File: src/rtl/seven_seg_dec.sv
// Registered BCD-to-seven-segment decoder with blanking, lamp test and ripple-blank.
// Define SEVEN_SEG_HEX_EN to show codes 10..15 as hex digits instead of a dash.
module seven_seg_dec #(
    parameter bit ACTIVE_LOW = 1'b0
) (
    input  logic clk,
    input  logic rst_n,
    input  logic A,
    input  logic B,
    input  logic C,
    input  logic D,
    input  logic blank,
    input  logic lamp_test,
    input  logic rbi,
    output logic led_a,
    output logic led_b,
    output logic led_c,
    output logic led_d,
    output logic led_e,
    output logic led_f,
    output logic led_g,
    output logic rbo,
    output logic invalid
);

    // Segment vectors are ordered {a,b,c,d,e,f,g}; the mask flips them for common anode.
    localparam logic [6:0] POL_MASK  = {7{ACTIVE_LOW}};
    localparam logic [6:0] SEG_ALL   = 7'b1111111;
    localparam logic [6:0] SEG_NONE  = 7'b0000000;
    localparam logic [6:0] SEG_DASH  = 7'b0000001;

    logic [3:0] code;
    logic [6:0] digit_seg;
    logic       digit_invalid;

    logic [6:0] seg_d,     seg_q;
    logic       rbo_d,     rbo_q;
    logic       invalid_d, invalid_q;

    assign code = {A, B, C, D};

    always_comb begin
        // NOTE: every combinational output gets a default first so no latch can be inferred.
        digit_seg     = SEG_DASH;
        digit_invalid = 1'b0;
        unique case (code)
            4'd0:  digit_seg = 7'b1111110;
            4'd1:  digit_seg = 7'b0110000;
            4'd2:  digit_seg = 7'b1101101;
            4'd3:  digit_seg = 7'b1111001;
            4'd4:  digit_seg = 7'b0110011;
            4'd5:  digit_seg = 7'b1011011;
            4'd6:  digit_seg = 7'b1011111;
            4'd7:  digit_seg = 7'b1110000;
            4'd8:  digit_seg = 7'b1111111;
            4'd9:  digit_seg = 7'b1111011;
`ifdef SEVEN_SEG_HEX_EN
            4'd10: digit_seg = 7'b1110111;
            4'd11: digit_seg = 7'b0011111;
            4'd12: digit_seg = 7'b1001110;
            4'd13: digit_seg = 7'b0111101;
            4'd14: digit_seg = 7'b1001111;
            4'd15: digit_seg = 7'b1000111;
`else
            4'd10, 4'd11, 4'd12, 4'd13, 4'd14, 4'd15: begin
                digit_seg     = SEG_DASH;
                digit_invalid = 1'b1;
            end
`endif
            default: digit_seg = SEG_DASH;
        endcase
    end

    always_comb begin
        seg_d     = SEG_NONE;
        rbo_d     = 1'b0;
        invalid_d = 1'b0;
        if (lamp_test) begin
            seg_d = SEG_ALL;
        end else if (blank) begin
            seg_d = SEG_NONE;
        end else if (rbi && (code == 4'd0)) begin
            // Leading zero suppressed; tell the next lower digit it may blank its zero too.
            seg_d = SEG_NONE;
            rbo_d = 1'b1;
        end else begin
            seg_d     = digit_seg;
            invalid_d = digit_invalid;
        end
    end

    always_ff @(posedge clk) begin
        if (!rst_n) begin
            seg_q     <= POL_MASK;
            rbo_q     <= 1'b0;
            invalid_q <= 1'b0;
        end else begin
            seg_q     <= seg_d ^ POL_MASK;
            rbo_q     <= rbo_d;
            invalid_q <= invalid_d;
        end
    end

    assign {led_a, led_b, led_c, led_d, led_e, led_f, led_g} = seg_q;
    assign rbo     = rbo_q;
    assign invalid = invalid_q;

endmodule

File: config.mk
export PLATFORM = sky130hd
export DESIGN_NAME = seven_seg_dec
export DESIGN_NICKNAME = d
export VERILOG_FILES = /design/src/rtl/seven_seg_dec.sv
export SDC_FILE = /design/constraint.sdc
export NUM_CORES = 1
export LEC_CHECK = 0
export CORE_AREA = 2 2 39 41
export CTS_CLUSTER_DIAMETER = 40
export CTS_CLUSTER_SIZE = 20
export DETAILED_ROUTE_END_ITERATION = 8
export DIE_AREA = 0 0 41 43
export PLACE_DENSITY = 0.7
export REMOVE_ABC_BUFFERS = 1
export SYNTH_ARGS = -nofsm -noshare
export SYNTH_HDL_FRONTEND = slang
export SYNTH_SLANG_ARGS = --single-unit
File: constraint.sdc
create_clock -name clk -period 1.7 [get_ports clk]
set_input_delay 0.34 -clock clk [delete_from_list [all_inputs] [get_ports clk]]
set_output_delay 0.34 -clock clk [all_outputs]
set_load 0.01 [all_outputs]
Yosys cells after proc, flatten, opt, wreduce, memory -nomap -nowiden
Cells that the tools add are included.
Operators by class
  eq/ne operators: 15
  reductions and logical operators: 5
  bitwise logic cells: 1
  muxes and demuxes: 6
Operators by type and width (count)
  $pmux 7 s11: 1
  $eq 4x4->1 const B: 8
  $mux 7: 3
  $eq 4x3->1 const B: 4
  $eq 4x2->1 const B: 2
  $reduce_or 6->1: 1
  $eq 4x1->1 const B: 1
  $logic_not 4->1: 1
  $reduce_or 4->1: 1
  $reduce_or 3->1: 1
  $mux 1: 2
  $logic_and 1x1->1: 1
  $not 1->1: 1
Word-level totals
  input port bits: 9
  word-level logic and storage cells: 30
  output and inout bits: 9
  flip-flop bits (word level): 9

Depth between registers and ports, before layout
  word-level depth: 6
  gate-level depth with buffers: 5
  mapped depth without buffers: 4

Worst setup path after synthesis
OpenSTA, ideal clock, no wires.
  kind: input-to-reg
  start point: input C
  end point: register seg_q[6]
  path buffers: 1
  setup time: 0.119 ns
  arrival: 1.242 ns
  data required time: 1.581 ns
  cell stages on the path: 5
  slack: 0.338 ns
  cell sequence: buf_6 -> or2_4 -> or3_1 -> a21oi_2 -> nor2_1
On the way
  longest elaborated chain between the ends: 6
  elaborated cells on any way between the ends: 22
  those cells by class: eq/ne: 15; mux: 4; reduce/logical: 3
Ends and longest elaborated chain
  start, declared: line 10  | input logic C,
  $eq 4x4->1: line 46  | unique case (code)
  $reduce_or 6->1: line 46
  $pmux 7 s11: line 46
  $mux 7 (*): line 82  | end else if (rbi && (code == 4'd0)) begin
  $mux 7 (*): line 80  | end else if (blank) begin
  $mux 7 (*): line 78  | if (lamp_test) begin
  end signal, assigned: line 98  | seg_q <= seg_d ^ POL_MASK;
  end, declared: line 36  | logic [6:0] seg_d, seg_q;
Mark *: on every way between the ends. The rest lies on a longest branch, timed or not.
A chain may end at the register's enable or synchronous reset.

Final worst setup path
  start point: input A
  end point: register seg_q[2]
On the way
  longest elaborated chain between the ends: 6
  elaborated cells on any way between the ends: 22
  those cells by class: eq/ne: 15; mux: 4; reduce/logical: 3
Ends and longest elaborated chain
  start, declared: line 8  | input logic A,
  $eq 4x4->1: line 46
  $reduce_or 6->1: line 46
  $pmux 7 s11: line 46
  $mux 7 (*): line 82
  $mux 7 (*): line 80
  $mux 7 (*): line 78
Marks and branches as above.

==> results.yml <==
status:
  status: "finished clean"
global_routing:
  grt_pass1_vias: 439
  overflow: 0
  grt_max_degree: 12
  antenna_found_initial: 0
  grt_usage: 0.1539
  grt_pass1_wl_mm: 1.835
clock_network:
  cts.clk_slew.worst_paths_ns: 0.06
  clockBufferDepth: 2
  cts_hold_buf: 0
  cts_root_buf: "clkbuf_4"
  cts_setup_buffers: 0
  cts_tree: "built"
  post_cts_resized: 0
  htree_levels: 1
  cts_buffers: 3
  clock_sinks: 9
final_layout:
  layout-drive-gt1-share: 0.1875
  nets: 90
  final_common_cell: "clkdlybuf4s50_1"
  area_delta_synth_final_pct: 41.87
  final_cells: 96
  design_area_um2: 720.7
  fin_util: 0.5208
  final_cell_mix: "clkdlybuf4s50_1 (17), dfxtp_1 (9), nor2_1 (8), buf_4 (8), nand2b_1 (5)"
  antennaDiodeCount: 0
synth:
  yosys.area.top_type: "dfxtp_1"
  synth_top_area_share: 0.3547
  synthesis.area_um2: 508.0
  synth_edf_count: 0
  synth.area.top_cells: "dfxtp_1 (35%), buf_6 (6.7%), nand2b_1 (6.2%), nor2_1 (5.9%), o21a_1 (4.4%)"
  synth.distinct_cells: 29
  synth_seq_cells: 9
  yosysWarnings: 0
  syn_inst: 58
  synth_flop_cell: "dfxtp_1"
  async_flop_share: 0
  ys_seq_area_frac: 0.3547
  synth_area_per_cell_um2: 8.758
worst_setup_path:
  endpoint_kind: "flip-flop"
  cp.arrival_ns: 1.70
  start_kind: "input pin"
  cp_slowest_stage_delay_ns: 0.55
  critical_path_buf_inv_count: 2
  required_ns: 1.90
  worstSetupPathType: "in2reg"
  critical-path-top-delay-family: "buffers and inverters"
  crit_fanout: 8
  slowest_stage: "clkdlybuf4s50_1"
  critical_path.cell_chain: "clkdlybuf4s50_1, buf_4, or2b_1, a211oi_1, o21a_1"
routing:
  viasPerCell: 5.052
  wl_mm: 1.203
  drt_iter0_markers: 4
  post_drt_wl_per_cell_um: 12.53
  drt_first_pass_iters: 2
  ant_nets: 0
  drcViolationCount: 0
  num_vias: 485
power:
  cellLeakagePower_nw: 0.2780
  p_clk_frac: 0.315
  fin_total_pwr_mw: 0.5178
  swShare: 0.2551
  switchingPower_mw: 0.1321
  power_density_nw_per_um2: 718.5
  p_int_mw: 0.3857
  comb_power_share: 0.247
  p_seq_frac: 0.438
  peakVddDrop_v: 0.0004371
timing:
  period_share: 0.8839
  fin_crit_ns: 1.503
  hold_viol: 0
  tns_ns: 0
  drv_slew: 0
  worst_pin_slew_ns: 0.3817
  rsz0062_at_grt: "no"
  setup_viol: 0
  fmax_mhz: 665.5
  slew_headroom: 0.7447
die:
  ios: 18
  die_area_um2: 1763
  fp.dieH_um: 43
  initial_core_util: 0.3671
  rows: 14
  die-width_um: 41
  coreArea_um2: 1384
placement:
  post-dp-hpwl_um: 875.9
  place_inst: 92
  port_buffers: 17
  gp_congestion: 0.8000
  place_area_um2: 694.4
min_path:
  hp-start: "rst_n"
  hold_end: "seg_q[0]$_SDFF_PN0_"
  min_path_type: "in2reg"
  holdPathStages: 2
flow_run:
  maxCapViolations: 0
[final cells by class]
cell class | count | area, µm²
tap | 16 | 20.02
fill | 138 | 663.1
timing repair buffer | 25 | 230.2
clock buffer | 4 | 26.28
sequential | 9 | 180.2
multi-input combinational | 42 | 264.0
[cell usage after synthesis, types with 2 or more instances]
| cell type | number |
|---|---|
| a21oi_1 | 4 |
| a21oi_2 | 2 |
| buf_2 | 2 |
| buf_6 | 3 |
| dfxtp_1 | 9 |
| nand2b_1 | 5 |
| nor2_1 | 8 |
| o21a_1 | 3 |
| or3_1 | 2 |
[kinds of logic (layout without fill, tap and decap cells)]
logic type      after synthesis  count (layout)  synth area share
flops                         9               9            0.3547
buf+inv                       7              29            0.1256
xor+xnor                      1               1           0.01724
simple gates                 23              23            0.2562
compound gates               18              18            0.2463
[worst max path at each step]
stage	startpoint	to	slack, ns	depth (start not counted)
after CTS	A	seg_q[2]$_SDFF_PN0_	0.18	5
final	A	seg_q[2]$_SDFF_PN0_	0.20	5
after detailed placement	A	seg_q[2]$_SDFF_PN0_	-0.08	5
after global routing	A	seg_q[2]$_SDFF_PN0_	0.10	5
after global placement	A	seg_q[2]$_SDFF_PN0_	-0.05	5
after floorplan	C	seg_q[6]$_SDFF_PN0_	0.46	4
[state kept, by name, summed over array words and instances (netlist names)]
name,flops
seg_q,7
rbo,1
invalid,1
[power groups by stage]
stage	logic (mW)	registers, mW	clock network, mW
after global placement	0.126	0.231	0
after CTS	0.129	0.227	0.170
final	0.128	0.227	0.163
after detailed placement	0.127	0.232	0
after floorplan	0.0374	0.238	0
after global routing	0.140	0.228	0.172
[metrics by stage]
step	setup WS [ns]	hold WS, ns
final	0.1973	0.8677
after global placement	-0.04971	1.077
after global routing	0.1042	0.8877
after CTS	0.1821	0.8588
after detailed placement	-0.07619	1.074
after floorplan	0.4616	0.4162
[layer usage]
metal | GRT usage | share of wire | up-vias
met1 | 0.1974 | 0.47 | 226
li1 | - | - | 248
met5 | 0 | 0 | -
met3 | 0.01571 | 0.037 | 0
met2 | 0.2406 | 0.49 | 11
met4 | 0.08000 | 0 | 0
No activity file was read; power rests on OpenSTA's default activity.
